$ cat config.mk
export PLATFORM = sky130hd
export DESIGN_NAME = imem_arbiter_flat
export DESIGN_NICKNAME = d
export VERILOG_FILES = /design/src/rtl/imem_arbiter_pkg.sv /design/src/rtl/imem_arbiter_if.sv /design/src/rtl/imem_arbiter_pick.sv /design/src/rtl/imem_arbiter.sv /design/src/flat_wrapper.sv
export SDC_FILE = /design/constraint.sdc
export NUM_CORES = 1
export LEC_CHECK = 0
export CAP_MARGIN = 20
export CORE_ASPECT_RATIO = 0.5
export CORE_MARGIN = 2
export CORE_UTILIZATION = 25
export DETAILED_ROUTE_END_ITERATION = 7
export PLACE_DENSITY = 0.86
export SLEW_MARGIN = 20
export SYNTH_ARGS = -nofsm -noshare
export SYNTH_HDL_FRONTEND = slang
export SYNTH_SLANG_ARGS = --single-unit
$ cat constraint.sdc
create_clock -name clk -period 2.8 [get_ports clk]
set_input_delay 0.84 -clock clk [delete_from_list [all_inputs] [get_ports clk]]
set_output_delay 0.84 -clock clk [all_outputs]
set_load 0.05 [all_outputs]
$ cat src/rtl/imem_arbiter_pkg.sv
// Shared types and constants for the instruction-memory arbiter slice:
// bus widths, memory depth, the NOP encoding and the boot/run state type.
package imem_arbiter_pkg;

    localparam int INST_ADDR_W = 32;
    localparam int INST_W      = 32;

    typedef logic [INST_ADDR_W-1:0] inst_addr_t;
    typedef logic [INST_W-1:0]      inst_t;

    localparam inst_addr_t MEM_INST_SIZE = 32'd1024;
    localparam inst_t      INST_NOP      = 32'h0000_0013;

    typedef enum logic {
        ST_BOOT = 1'b0,
        ST_RUN  = 1'b1
    } arb_state_e;

    function automatic inst_addr_t word_index(input inst_addr_t addr, input int unsigned lsb);
        return addr >> lsb;
    endfunction

    function automatic logic idx_in_range(input inst_addr_t idx);
        return idx < MEM_INST_SIZE;
    endfunction

endpackage

$ cat src/rtl/imem_arbiter_if.sv
// Fetch, loader, boot-control and memory-side signals of the instruction-memory arbiter.
// The arbiter connects through the slave modport; requesters/memory use master.
interface imem_arbiter_if;
    import imem_arbiter_pkg::*;

    logic       f_req;
    inst_addr_t f_addr;
    logic       f_gnt;
    logic       f_rvalid;
    inst_t      f_rdata;

    logic       l_req;
    logic       l_we;
    inst_addr_t l_addr;
    inst_t      l_wdata;
    logic       l_gnt;
    logic       l_rvalid;
    inst_t      l_rdata;

    logic       l_boot_done;
    logic       core_run;

    logic       m_en;
    logic       m_we;
    inst_addr_t m_addr;
    inst_t      m_wdata;
    inst_t      m_rdata;

    modport slave (
        input  f_req, f_addr, l_req, l_we, l_addr, l_wdata, l_boot_done, m_rdata,
        output f_gnt, f_rvalid, f_rdata, l_gnt, l_rvalid, l_rdata, core_run,
               m_en, m_we, m_addr, m_wdata
    );

    modport master (
        output f_req, f_addr, l_req, l_we, l_addr, l_wdata, l_boot_done, m_rdata,
        input  f_gnt, f_rvalid, f_rdata, l_gnt, l_rvalid, l_rdata, core_run,
               m_en, m_we, m_addr, m_wdata
    );

endinterface

$ cat src/rtl/imem_arbiter_pick.sv
// Winner select for the instruction-memory arbiter (module imem_arb_pick).
// Default: loader priority with a starvation limit; IMEM_ARB_RR_EN selects round-robin in RUN.
module imem_arb_pick
    import imem_arbiter_pkg::*;
#(
    parameter int STARVE_MAX = 4
) (
    input  logic clk,
    input  logic rst_n,
    input  logic i_run,
    input  logic i_f_req,
    input  logic i_l_req,
    output logic o_f_gnt,
    output logic o_l_gnt
);

    logic w_f_wins_tie;

`ifdef IMEM_ARB_RR_EN
    // Cleared owner means "fetch went last", so the loader takes the first tie.
    logic r_last_l;

    assign w_f_wins_tie = r_last_l;

    always_ff @(posedge clk or negedge rst_n) begin
        if (!rst_n) begin
            r_last_l <= 1'b0;
        end else if (i_run && (o_f_gnt || o_l_gnt)) begin
            r_last_l <= o_l_gnt;
        end
    end
`else
    localparam int CNT_W = (STARVE_MAX < 1) ? 1 : $clog2(STARVE_MAX + 1);
    localparam logic [CNT_W-1:0] STARVE_LIM = CNT_W'(STARVE_MAX);

    logic [CNT_W-1:0] r_starve;

    assign w_f_wins_tie = (r_starve >= STARVE_LIM);

    always_ff @(posedge clk or negedge rst_n) begin
        if (!rst_n) begin
            r_starve <= '0;
        end else if (!i_run || !i_f_req || o_f_gnt) begin
            r_starve <= '0;
        end else if (o_l_gnt && (r_starve < STARVE_LIM)) begin
            r_starve <= r_starve + 1'b1;
        end
    end
`endif

    // Grants are forced low while reset is asserted so every output reads 0.
    always_comb begin
        o_f_gnt = 1'b0;
        o_l_gnt = 1'b0;
        if (!rst_n) begin
            o_f_gnt = 1'b0;
        end else if (!i_run) begin
            o_l_gnt = i_l_req;
        end else if (i_f_req && i_l_req) begin
            o_f_gnt = w_f_wins_tie;
            o_l_gnt = !w_f_wins_tie;
        end else begin
            o_f_gnt = i_f_req;
            o_l_gnt = i_l_req;
        end
    end

endmodule

$ cat src/rtl/imem_arbiter.sv
// Instruction-memory arbiter top: boot/run FSM, memory-side muxing and the one-cycle response path.
// Optional build macro IMEM_ARB_RR_EN switches RUN-state arbitration to round-robin.
module imem_arbiter
    import imem_arbiter_pkg::*;
#(
    parameter int    ADDR_LSB   = 2,
    parameter int    STARVE_MAX = 4,
    parameter inst_t NOP_INST   = INST_NOP
) (
    input  logic          clk,
    input  logic          rst_n,
    imem_arbiter_if.slave bus
);

    arb_state_e r_state;
    arb_state_e w_state_nxt;
    logic       w_run;

    logic       w_f_gnt;
    logic       w_l_gnt;
    logic       w_any_gnt;
    inst_addr_t w_addr;
    inst_addr_t w_idx;
    logic       w_in_range;
    logic       w_m_en;
    logic       w_m_we;
    inst_t      w_rsp_data;

    logic       r_f_vld_p1;
    logic       r_l_vld_p1;
    logic       r_nop_p1;
    logic       r_wack_p1;

    always_ff @(posedge clk or negedge rst_n) begin
        if (!rst_n) begin
            r_state <= ST_BOOT;
        end else begin
            r_state <= w_state_nxt;
        end
    end

    // RUN is sticky until reset; a late boot-done pulse is ignored.
    always_comb begin
        w_state_nxt = r_state;
        w_run       = 1'b0;
        case (r_state)
            ST_BOOT: begin
                if (bus.l_boot_done) begin
                    w_state_nxt = ST_RUN;
                end
            end
            ST_RUN: begin
                w_run = 1'b1;
            end
            default: begin
                w_state_nxt = ST_BOOT;
            end
        endcase
    end

    imem_arb_pick #(
        .STARVE_MAX (STARVE_MAX)
    ) u_pick (
        .clk     (clk),
        .rst_n   (rst_n),
        .i_run   (w_run),
        .i_f_req (bus.f_req),
        .i_l_req (bus.l_req),
        .o_f_gnt (w_f_gnt),
        .o_l_gnt (w_l_gnt)
    );

    // Stage p0: winner drives the memory port in the grant cycle.
    assign w_any_gnt  = w_f_gnt | w_l_gnt;
    assign w_addr     = w_l_gnt ? bus.l_addr : bus.f_addr;
    assign w_idx      = word_index(w_addr, ADDR_LSB);
    assign w_in_range = idx_in_range(w_idx);
    assign w_m_en     = w_any_gnt & w_in_range;
    assign w_m_we     = w_l_gnt & bus.l_we & w_in_range;

    assign bus.f_gnt    = w_f_gnt;
    assign bus.l_gnt    = w_l_gnt;
    assign bus.core_run = w_run;
    assign bus.m_en     = w_m_en;
    assign bus.m_we     = w_m_we;
    assign bus.m_addr   = w_m_en ? w_idx : '0;
    assign bus.m_wdata  = w_m_we ? bus.l_wdata : '0;

    // Stage p1: response owner and data source, one cycle after the grant.
    always_ff @(posedge clk or negedge rst_n) begin
        if (!rst_n) begin
            r_f_vld_p1 <= 1'b0;
            r_l_vld_p1 <= 1'b0;
            r_nop_p1   <= 1'b0;
            r_wack_p1  <= 1'b0;
        end else begin
            r_f_vld_p1 <= w_f_gnt;
            r_l_vld_p1 <= w_l_gnt;
            r_nop_p1   <= w_any_gnt & !w_in_range;
            r_wack_p1  <= w_l_gnt & bus.l_we;
        end
    end

    assign w_rsp_data   = r_nop_p1 ? NOP_INST : bus.m_rdata;
    assign bus.f_rvalid = r_f_vld_p1;
    assign bus.f_rdata  = r_f_vld_p1 ? w_rsp_data : '0;
    assign bus.l_rvalid = r_l_vld_p1;
    assign bus.l_rdata  = (r_l_vld_p1 && !r_wack_p1) ? w_rsp_data : '0;

endmodule

$ cat src/flat_wrapper.sv
// flat-port wrapper written by rule: the top's interface ports become plain ports
module imem_arbiter_flat import imem_arbiter_pkg::*;
#(
    parameter int    ADDR_LSB   = 2,
    parameter int    STARVE_MAX = 4,
    parameter inst_t NOP_INST   = INST_NOP
)
  (clk, rst_n, bus_f_req, bus_f_addr, bus_l_req, bus_l_we, bus_l_addr, bus_l_wdata, bus_l_boot_done, bus_m_rdata, bus_f_gnt, bus_f_rvalid, bus_f_rdata, bus_l_gnt, bus_l_rvalid, bus_l_rdata, bus_core_run, bus_m_en, bus_m_we, bus_m_addr, bus_m_wdata);
  imem_arbiter_if bus_i ();
  input  logic clk;
  input  logic rst_n;
  input wire logic [$bits(bus_i.f_req)-1:0] bus_f_req;
  input wire logic [$bits(bus_i.f_addr)-1:0] bus_f_addr;
  input wire logic [$bits(bus_i.l_req)-1:0] bus_l_req;
  input wire logic [$bits(bus_i.l_we)-1:0] bus_l_we;
  input wire logic [$bits(bus_i.l_addr)-1:0] bus_l_addr;
  input wire logic [$bits(bus_i.l_wdata)-1:0] bus_l_wdata;
  input wire logic [$bits(bus_i.l_boot_done)-1:0] bus_l_boot_done;
  input wire logic [$bits(bus_i.m_rdata)-1:0] bus_m_rdata;
  output wire logic [$bits(bus_i.f_gnt)-1:0] bus_f_gnt;
  output wire logic [$bits(bus_i.f_rvalid)-1:0] bus_f_rvalid;
  output wire logic [$bits(bus_i.f_rdata)-1:0] bus_f_rdata;
  output wire logic [$bits(bus_i.l_gnt)-1:0] bus_l_gnt;
  output wire logic [$bits(bus_i.l_rvalid)-1:0] bus_l_rvalid;
  output wire logic [$bits(bus_i.l_rdata)-1:0] bus_l_rdata;
  output wire logic [$bits(bus_i.core_run)-1:0] bus_core_run;
  output wire logic [$bits(bus_i.m_en)-1:0] bus_m_en;
  output wire logic [$bits(bus_i.m_we)-1:0] bus_m_we;
  output wire logic [$bits(bus_i.m_addr)-1:0] bus_m_addr;
  output wire logic [$bits(bus_i.m_wdata)-1:0] bus_m_wdata;
  assign bus_i.f_req = bus_f_req;
  assign bus_i.f_addr = bus_f_addr;
  assign bus_i.l_req = bus_l_req;
  assign bus_i.l_we = bus_l_we;
  assign bus_i.l_addr = bus_l_addr;
  assign bus_i.l_wdata = bus_l_wdata;
  assign bus_i.l_boot_done = bus_l_boot_done;
  assign bus_i.m_rdata = bus_m_rdata;
  assign bus_f_gnt = bus_i.f_gnt;
  assign bus_f_rvalid = bus_i.f_rvalid;
  assign bus_f_rdata = bus_i.f_rdata;
  assign bus_l_gnt = bus_i.l_gnt;
  assign bus_l_rvalid = bus_i.l_rvalid;
  assign bus_l_rdata = bus_i.l_rdata;
  assign bus_core_run = bus_i.core_run;
  assign bus_m_en = bus_i.m_en;
  assign bus_m_we = bus_i.m_we;
  assign bus_m_addr = bus_i.m_addr;
  assign bus_m_wdata = bus_i.m_wdata;
  imem_arbiter #(.ADDR_LSB(ADDR_LSB), .STARVE_MAX(STARVE_MAX), .NOP_INST(NOP_INST)) u_core (.clk(clk), .rst_n(rst_n), .bus(bus_i));
endmodule
* Yosys cells after proc, flatten, opt, wreduce, memory -nomap -nowiden
Index checks and enable logic that the tools add are counted.
Cells by class: add/subtract/negate cells 1, magnitude comparators 3, multiplexer cells 17, bitwise gates (word level) 5, reductions and logical operators 11
Operators with widths (number):
- 32-bit 2-to-1 mux | 5
- 30-bit by 11-bit less-than comparator with 1-bit output, second input constant | 1
- 30-bit 2-to-1 mux | 1
- 1-bit 2-to-1 mux | 9
- 3-bit 2-to-1 mux | 2
- 1-bit zero test | 5
- 1-bit AND | 4
- 3-bit by 1-bit adder with 3-bit output, second input constant | 1
- 3-bit greater-or-equal comparator, second input constant | 1
- 1-bit logical AND | 3
- 3-bit less-than comparator, second input constant | 1
- 1-bit logical OR | 2
- 2-bit nonzero test | 1
- 1-bit bitwise OR | 1
Storage, ports and cells: flip-flop bits (word level) 8, input bits 134, output and inout port bits 135, word-level logic and storage cells 43

* Depth between registers and ports, before layout
Gate-level depths: netlist (run 1).
word-level depth 9, mapped depth 6, depth with buffers taken out 4

* By module
Synthesis (run 1) repeated with hierarchy kept, for this count alone.
Second synthesis, totals: cell total of the unflattened synthesis 207, area total of the unflattened synthesis 1524.0 um2
By module, submodules not included:
- imem_arbiter | times used 1, cells an instance 189, area each 1341.3 um2, seq. area each 125.1 um2
- imem_arb_pick | times used 1, cells an instance 18, area each 182.7 um2, seq. area each 75.1 um2

* Worst setup path after synthesis (run 1)
OpenSTA, ideal clock, no wires.
path kind input-to-output, start in bus_f_addr[17], end out bus_m_we, data arrival time 2.737 ns, required time 1.960 ns, setup slack -0.777 ns, stages 5, buffers on the path 1, cells stage by stage nor4_1 o211ai_1 a22o_1 buf_6 nor3b_1
Between the ends: longest elaborated chain between the ends 3
RTL lines:
- start, declared | line flat_wrapper.sv:13 | input wire logic [$bits(bus_i.f_addr)-1:0] bus_f_addr;
- 32-bit 2-to-1 mux | line imem_arbiter.sv:75 | assign w_addr = w_l_gnt ? bus.l_addr : bus.f_addr;
- 30-bit by 11-bit less-than comparator with 1-bit output | line imem_arbiter_pkg.sv:24 | return idx < MEM_INST_SIZE;
- 1-bit AND | line imem_arbiter.sv:79 | assign w_m_we = w_l_gnt & bus.l_we & w_in_range;
- end, declared | line flat_wrapper.sv:28 | output wire logic [$bits(bus_i.m_we)-1:0] bus_m_we;
No other way between the ends.

* Final worst setup path (run 1)
start in bus_f_addr[26], end out bus_m_wdata[8]
Between the ends: longest elaborated chain between the ends 4
RTL lines:
- 32-bit 2-to-1 mux | line imem_arbiter.sv:75
- 30-bit by 11-bit less-than comparator with 1-bit output | line imem_arbiter_pkg.sv:24
- 1-bit AND | line imem_arbiter.sv:79
- 32-bit 2-to-1 mux | line imem_arbiter.sv:87 | assign bus.m_wdata = w_m_we ? bus.l_wdata : '0;
- end, declared | line flat_wrapper.sv:30 | output wire logic [$bits(bus_i.m_wdata)-1:0] bus_m_wdata;
No other way between the ends.

==> results.md, run 1 <==
- Core ar.: 0.007460 sq mm
- RePlAce Congestion: 0.8786
- Final setup fails: 44
- Top cells by area, synth: nor3_2 (20%), and3b_1 (13%), nor3b_1 (12%), dfrtp_1 (10%), buf_4 (8.5%)
- Crit path from: bus_f_addr[26]
- Arrival time worst endpoint: 2500 ps
- Worst r2r src: u_core.u_pick.r_starve[2]
- Mapped Avg Cell Area: 7.812 sq um
- Initial Util: 26.18%
- Peak VDD IR: 0.0001640 V
- DR iter-0 viols: 139
- Grt ovf: 0
- Worst Skew: 4.227 ps
- Buffers & Inverters on Critical Path: 5
- R2R depth: 6
- # IOs: 269
- Worst Tran Pin Value: 535.2 ps
- FF-to-FF setup slack: 1030 ps
- CTS tree: done
- Seq pwr share: 12.0%
- Layout cell share with drive strength beyond 1: 48.74%
- Max cap viols: 0
- CTS Buffer Depth: 2
- Post-synthesis cell count: 250
- Yosys top cell by area: nor3_2
- DP Wirelength: 8488 um
- CP top delay family: buffers and inverters
- Number of port buffers: 242
- Critical path data required time: 1960 ps
- Critical path capture point type: primary output
- Most used cell along the critical path: buf_12
- Pre-CTS setup slack: -791.0 ps
- Vias per cell: 4.920
- RSZ-0062 raised after global routing: yes
- Slowest cell delay on critical path: 300 ps
- Die Y: 66.50 um
- Number of global-route vias before repair: 3,268
- R2R Path End: u_core.r_nop_p1
- Crit path cell chain: clkdlybuf4s15_2 > nor4_2 > o211ai_1 > a22o_4 > buf_12 > buf_12 > buf_8 > nor3_4 > buf_6
- Worst skew pair latency: 240 ps
- Global-route wire length before repair: 18,400 um
- Status: finished, violations left
- Fin crit share: 119.2%
- Top cell type's share of synthesized area: 20.50%
- Fin area: 0.006261 sq mm
- Area of placed instances: 0.005670 sq mm
- Fmax: 299.5 MHz
- Failing checks: setup timing
- Router iterations before antenna repair: 4
- Distinct cells, synth: 33
- Critical path peak fanout: 6
- Layout net count: 654
- Yosys warning count: 0
- Clock sink total: 8
- Switch Pwr: 432.3 uW
- Yosys reg bits: 8
- CTS Buf Count: 3
- Final Hold Vio Count: 0
- Comb pwr share: 64.9%
- Fill cell count: 366
- Root Driver: clkbuf_16
- Mapped Area: 0.001953 sq mm
- Seq/Total Area, Yosys: 10.25%
- Pwr Density: 170.8 mW/mm^2
- Initial antenna violation count: 1
- Syn-to-layout area delta: 220.6%
- Wire length per cell: 20.37 um
- Slew Limit Fails: 0
- Final worst slack: -538.5 ps
- Die area: 0.008579 sq mm
- Leak: 0.003032 uW
- Die width: 129 um
- Slowest library cell on the worst path: nor4_2
- P_int: 637.1 uW
- Max H-tree Level: 1
- Gr usage total: 28.25%
- Min-delay worst type: in2async
- CP startpoint kind: input pin
- Clock power share: 23.1%
- Antenna Nets Post-Route: 0
- Clk slew on worst S/H paths: 40 ps
- # rows: 22
- Pin count of the biggest net entering global routing: 50
- Via Count: 3,080
- Max_slew headroom: 64.21%
- Switching Fraction: 40.43%
- Final WL: 12,750 um
- Minimum clock period: 3339 ps
- DRC Markers: 0
- Critical path class: in2out
## per-stage QoR
step	util [%]	total power, uW	hold WS, ps	instances	TNS (ps)
6_report	83.93	1069	514.1	626	-20220
4_1_cts	83.21	1043	507.0	623	-17450
3_5_place_dp	76.01	791.1	537.1	603	-32210
5_1_grt	83.93	1107	517.4	626	-23020
2_1_floorplan	-	444.5	514.9	271	-15700
3_3_place_gp	76.01	781.2	523.9	603	-30700
## synth_stat cells (all sizes together)
cell type	count
a21oi	2
a22o	1
a22oi	10
and2	1
and3	2
and3b	29
buf	36
clkbuf	13
conb	1
dfrtp	8
ha	1
mux2	1
mux2i	1
nand2	35
nand2b	3
nand3	2
nand3b	1
nand4	2
nor2	9
nor2b	4
nor3	43
nor3b	31
nor4	10
o211ai	2
o22a	1
or2	1
## registers in the layout (all words and copies together) (netlist names)
name,count
u_core.u_pick.r_starve,3
u_core.bus.f_rvalid,1
u_core.bus.l_rvalid,1
u_core.r_nop_p1,1
u_core.r_state,1
u_core.r_wack_p1,1
## worst max path at each step
stage | to | slack (ps) | cells after the start
after global routing | bus_m_wdata[8] | -600 | 9
after global placement | bus_m_en | -730 | 7
after detailed placement | bus_m_addr[6] | -790 | 7
after floorplan | bus_m_addr[1] | -270 | 6
final | bus_m_wdata[8] | -540 | 9
after CTS | bus_m_addr[5] | -470 | 10
## logic make-up (layout without fill, tap and decap cells)
kind of cell / Yosys count / after routing / share of synthesized area [%]
other: 1 / 23 / 0.1920
AND/OR/NAND/NOR: 173 / 173 / 63.74
buffers and inverters: 49 / 295 / 17.42
adder cells (fa/ha/maj): 1 / 1 / 0.6405
flip-flops: 8 / 8 / 10.25
AO/OA/AOI/OAI: 16 / 16 / 6.022
multiplexers: 2 / 2 / 1.730
## power groups by stage
stage	clock network (uW)	logic (uW)	registers [uW]
floorplan	0	315	129
CTS	243	672	128
global placement	0	652	129
finish	247	694	128
detailed placement	0	662	129
global route	257	721	129
## routing by layer
metal	vias up	part of all wire [%]	GRT usage [%]
met2	160	54	52.78
met1	1475	35	30.94
met3	50	6.4	6.988
met4	0	4.0	12.23
li1	1395	-	-
met5	-	0	0
## area by class of cell
cell class / count / area [sq um] / share of cell area, %
multi-input cells: 214 / 1944 / 31.06
diodes: 1 / 2.502 / 0.03997
well taps: 108 / 135.1 / 2.158
clock buffers: 3 / 75.07 / 1.199
flip-flops and latches: 8 / 200.2 / 3.197
repair buffers: 292 / 3904 / 62.35
## placed cells by master, fill, tap and decap left out, types with 2 or more instances in the layout
cell	synthesis	final
buf_4	22	21
nor2b_1	4	3
nand2_2	1	2
buf_6	9	38
conb_1	1	22
nor2_1	8	8
nor3b_2	1	3
nor4_2	0	5
a22oi_1	10	10
clkdlybuf4s15_1	0	10
buf_12	0	92
dlygate4sd2_1	0	12
a21oi_1	2	2
clkdlybuf4s15_2	0	3
clkbuf_2	0	2
nor4_4	0	5
nor3b_4	0	2
nand2_1	34	33
nand4_1	2	2
clkbuf_16	0	3
clkdlybuf4s50_1	0	89
dfrtp_1	8	8
nor3_4	0	43
buf_2	5	12
o211ai_1	2	2
buf_8	0	5
nand2b_1	3	3
nor3b_1	30	26
buf_16	0	6
and3b_1	29	29
## timing repair
item	4_1_cts	5_1_grt
hold buffers	0	0
endpoints found under the setup margin	46	45
cloned	6	0
resized for setup	164	14
pin swaps	37	13
setup buffers	11	2
Power figures use the tool's default switching activity.
==> inputs of run 2 (changes only) <==
CELL_PAD_IN_SITES_DETAIL_PLACEMENT = 1   (was unset)
CELL_PAD_IN_SITES_GLOBAL_PLACEMENT = 1   (was unset)
CORE_UTILIZATION = 15   (was 25)
==> results.md, run 2 (synthesis results as in run 1) <==
- Global-route wire length before repair: 17,870 um
- Fin area: 0.006040 sq mm
- Clock sink total: 8
- Die Y: 84.69 um
- Arrival time worst endpoint: 2300 ps
- Minimum clock period: 3141 ps
- Commonest cells after routing, fill and taps aside: clkdlybuf4s50_1 (88), buf_12 (86), buf_4 (53)
- Number of global-route vias before repair: 3,108
- Leak: 0.002928 uW
- Min-delay worst type: in2async
- Max cap viols: 0
- CTS tree: done
- Most common cell after layout, fill and taps aside: clkdlybuf4s50_1
- Worst skew pair latency: 230 ps
- Peak VDD IR: 0.0002068 V
- Design Power: 1029 uW
- Slew Limit Fails: 0
- Die width: 165.4 um
- Pwr Density: 170.3 mW/mm^2
- Slowest library cell on the worst path: a22o_4
- Max reg flops: 3
- Fmax: 318.3 MHz
- Max H-tree Level: 1
- Met2 WL: 7052 um
- Switching Fraction: 39.82%
- Clk slew on worst S/H paths: 30 ps
- Crit path cell chain: buf_2 > nor4_4 > nand4_1 > a22o_4 > buf_12 > nor3_4 > buf_6
- CTS Buf Count: 3
- Status: finished, violations left
- DRC Markers: 0
- Slowest cell delay on critical path: 370 ps
- Met3 routed WL: 502 um
- DP Wirelength: 9966 um
- Critical path class: in2out
- Final WL: 12,060 um
- # rows: 29
- Root Driver: clkbuf_16
- Initial Util: 15.38%
- Antenna Nets Post-Route: 0
- Clock power share: 22.8%
- Gr usage total: 16.57%
- DR iter-0 viols: 92
- RePlAce Congestion: 0.7539
- Worst Tran Pin Value: 531.4 ps
- Comb pwr share: 64.8%
- Wire length per cell: 17.65 um
- R2R depth: 5
- Syn-to-layout area delta: 209.2%
- Router iterations before antenna repair: 4
- CP startpoint kind: input pin
- Critical path capture point type: primary output
- Critical path peak fanout: 9
- Seq pwr share: 12.4%
- Fin crit share: 112.2%
- Max_slew headroom: 64.46%
- Top reg by flops: u_core.u_pick.r_starve
- Met1 wire length: 4186 um
- Vias per cell: 4.259
- Via Count: 2,909
- Layout cell share with drive strength beyond 1: 50.49%
- Pin count of the biggest net entering global routing: 55
- Number of port buffers: 242
- RSZ-0062 raised after global routing: yes
- Grt ovf: 0
- Area of placed instances: 0.005738 sq mm
- P_int: 619.2 uW
- Worst Skew: 3.217 ps
- CTS Buffer Depth: 2
- Critical path data required time: 1960 ps
- # IOs: 269
- Layout net count: 650
- Die area: 0.01400 sq mm
- Switch Pwr: 409.6 uW
- Diode count: 0
- Initial antenna violation count: 0
- Final Hold Vio Count: 0
- Core ar.: 0.01270 sq mm
- Final setup fails: 44
- Uppermost routed layer: met4
- Final worst slack: -341.4 ps
- Failing checks: setup timing
## run 2: changes by cell type in the layout (fill, tap and decap cells not counted), moves of 5 or more
cell / before / now
buf_8: 5 / 0
buf_2: 12 / 21
buf_4: 21 / 53
dlygate4sd2_1: 12 / 3
buf_12: 92 / 86
buf_6: 38 / 20
## run 2: final timing paths
check / start / slack [ps] / to
worst min register to register: u_core.u_pick.r_starve[1] / 570 / u_core.u_pick.r_starve[1]
worst max register to register: u_core.u_pick.r_starve[2] / 1150 / u_core.r_nop_p1
min in group clk: u_core.u_pick.r_starve[1] / 570 / u_core.u_pick.r_starve[1]
worst min-delay path: rst_n / 560 / u_core.r_nop_p1
worst max-delay path: bus_l_addr[12] / -340 / bus_m_addr[7]
max in group asynchronous: rst_n / 2020 / u_core.u_pick.r_starve[2]
## run 2: repair_timing
action,in CTS,in global routing
pin swaps,16,2
hold buffers,0,0
hold endpoints to repair,0,0
setup buffers,9,0
gates resized for setup,169,9
endpoints found under the setup margin,46,46
gates cloned,3,1
## run 2: cell type report
| class | count | area (sq um) |
|---|---|---|
| clock buffer | 3 | 75.07 |
| fill | 1378 | 6660 |
| multi-input combinational | 214 | 1958 |
| sequential | 8 | 200.2 |
| tap | 170 | 212.7 |
| timing repair buffer | 288 | 3593 |
## run 2: critical path: cells and delay by family
family,cells,cell delay [ps]
buffers and inverters,3,470
AOI/OAI and AO/OA,1,370
and+or+nand+nor,3,600
## run 2: metrics by stage
stage | instances | hold slack, ps | setup TNS, ps | setup WS (ps) | util [%]
final | 683 | 563.4 | -13300 | -341.4 | 47.56
after CTS | 682 | 564.9 | -13520 | -346.9 | 47.12
after global routing | 683 | 562.1 | -16300 | -405.7 | 47.56
after global placement | 667 | 527.7 | -34460 | -803.5 | 45.18
after detailed placement | 667 | 558.0 | -34400 | -810.2 | 45.18
after floorplan | 271 | 514.9 | -15700 | -265.5 | -
## run 2: power groups by stage
| stage | Combinational (uW) | Clock [uW] | Sequential (uW) |
|---|---|---|---|
| 6_report | 667 | 235 | 127 |
| 3_3_place_gp | 642 | 0 | 128 |
| 4_1_cts | 668 | 241 | 127 |
| 3_5_place_dp | 657 | 0 | 129 |
| 2_1_floorplan | 315 | 0 | 129 |
| 5_1_grt | 699 | 251 | 128 |
## run 2: per-layer routing
layer / track usage, % / vias to the layer above
li1: - / 1388
met1: 17.70 / 1410
met2: 33.48 / 91
met3: 2.470 / 20
met4: 4.702 / 0
met5: 0 / -
==> inputs of run 3 (changes only) <==
CORE_MARGIN = 1.5   (was 2)
==> results.md, run 3 (synthesis results as in run 1) <==
- Pwr Density: 171.9 mW/mm^2
- Clk slew on worst S/H paths: 40 ps
- Wire length per cell: 18.87 um
- DRC Markers: 0
- Slowest cell delay on critical path: 380 ps
- Failing checks: setup timing
- Met3 routed WL: 535 um
- DR iter-0 viols: 97
- Slowest library cell on the worst path: a22o_4
- Peak VDD IR: 0.0001948 V
- Met1 wire length: 4530 um
- Final WL: 12,890 um
- Critical path peak fanout: 5
- Global-route wire length before repair: 19,130 um
- Die Y: 83.69 um
- Most common cell after layout, fill and taps aside: clkdlybuf4s50_1
- Status: finished, violations left
- Core ar.: 0.01270 sq mm
- Number of port buffers: 242
- Top reg by flops: u_core.u_pick.r_starve
- Fin crit share: 117.6%
- Max reg flops: 3
- Layout cell share with drive strength beyond 1: 50.10%
- Vias per cell: 4.369
- CTS Buffer Depth: 2
- Final setup fails: 45
- Antenna Nets Post-Route: 0
- Commonest cells after routing, fill and taps aside: clkdlybuf4s50_1 (88), buf_12 (65), buf_4 (46)
- Root Driver: clkbuf_16
- Number of global-route vias before repair: 3,219
- Clock sink total: 8
- CTS Buf Count: 3
- # IOs: 269
- Diode count: 0
- Multi-input gate area: 0.001981 sq mm
- # rows: 29
- Initial Util: 15.38%
- Die width: 164.4 um
- Pre-CTS setup slack: -800.3 ps
- Buffers & Inverters on Critical Path: 3
- Uppermost routed layer: met4
- RSZ-0062 raised after global routing: yes
- RePlAce Congestion: 0.7488
- Minimum clock period: 3292 ps
- Final Hold Vio Count: 0
- Worst Skew: 3.097 ps
- Die area: 0.01376 sq mm
- Grt ovf: 0
- Worst skew pair latency: 230 ps
- Fmax: 303.8 MHz
- Critical path capture point type: primary output
- Max cap viols: 0
- Layout net count: 650
- Gr usage total: 18.02%
- Fill cell count: 1,353
- Final Util: 47.58%
- DP Wirelength: 9035 um
- CTS tree: done
- Slew Limit Fails: 0
- Syn-to-layout area delta: 209.4%
- CP top delay family: simple AND/OR/NAND/NOR gates
- Pin count of the biggest net entering global routing: 37
- Crit path cell chain: clkdlybuf4s15_1 > nor4_4 > nand4_1 > a22o_4 > buf_12 > nor3_4 > buf_12
- Critical path data required time: 1960 ps
- Min-delay worst type: reg2reg
- Critical path class: in2out
- Worst Tran Pin Value: 839.2 ps
- Sequential cell area: 200.2 sq um
- Max_slew headroom: 44.05%
- Initial antenna violation count: 0
- Via Count: 2,984
- Most used cell along the critical path: buf_12
- Router iterations before antenna repair: 4
- Met2 WL: 7557 um
- Max H-tree Level: 1
- CP startpoint kind: input pin
- Leak: 0.002967 uW
- Arrival time worst endpoint: 2450 ps
- Final worst slack: -492.0 ps
-- run 3: changes by cell type in the layout (fill, tap and decap cells not counted), sizes merged --
| cell | previous run | this run |
|---|---|---|
| buf | 183 | 170 |
| clkbuf | 5 | 14 |
| dlygate4sd2 | 3 | 6 |
| bufbuf | 0 | 2 |
| clkdlybuf4s15 | 12 | 10 |
| a22o | 1 | 2 |
-- run 3: final cells by class --
type                    instances  share of cell area (%)
well taps                     170                   3.520
clock buffers                   3                   1.242
multi-input cells             215                   32.78
repair buffers                287                   59.14
flip-flops and latches          8                   3.313
-- run 3: worst paths after layout --
kind	start	end	slack, ps	cells after the start
worst max-delay path	bus_l_addr[17]	bus_m_addr[0]	-490	7
worst max register to register	u_core.r_state	u_core.r_nop_p1	980	6
worst min register to register	u_core.u_pick.r_starve[1]	u_core.u_pick.r_starve[1]	550	2
worst min-delay path	u_core.u_pick.r_starve[1]	u_core.u_pick.r_starve[1]	550	2
min in group asynchronous	rst_n	u_core.u_pick.r_starve[2]	590	2
max in group asynchronous	rst_n	u_core.bus.l_rvalid	2010	3
-- run 3: routing by layer --
metal,GRT usage [%],vias up
met5,0,-
met2,36.59,108
met1,18.99,1458
met4,5.078,0
met3,2.583,20
li1,-,1398
-- run 3: timing repair --
| action | CTS | global route |
|---|---|---|
| pin swaps | 39 | 35 |
| hold buffers | 0 | 0 |
| setup buffers | 9 | 0 |
| gates resized for setup | 164 | 31 |
| gates cloned | 10 | 3 |
| endpoints found under the setup margin | 46 | 46 |
-- run 3: worst register-to-register path, stage by stage, from the launching register on --
cell and delay (ps):
dfrtp_1 470, and3_4 260, nor2_4 130, mux2i_4 320
buf_12 160, bufbuf_16 280, o22a_1 140
-- run 3: power breakdown --
group          internal [uW]  switching (uW)  total, uW
Sequential               120            11.5        132
Combinational            319             351        670
Clock                    184            52.7        236
Total                    623             415       1040
-- run 3: through the flow --
| stage | total power (uW) | area, sq um | std cells | hold slack (ps) | setup TNS [ps] |
|---|---|---|---|---|---|
| floorplan | 444.5 | 2410 | 271 | 514.9 | -15700 |
| global placement | 758.3 | 5415 | 659 | 522.7 | -30800 |
| detailed placement | 770.0 | 5415 | 659 | 548.7 | -33040 |
| CTS | 1036 | 5988 | 681 | 555.6 | -17580 |
| global route | 1080 | 6042 | 683 | 584.3 | -20230 |
| finish | 1038 | 6042 | 683 | 552.8 | -18230 |
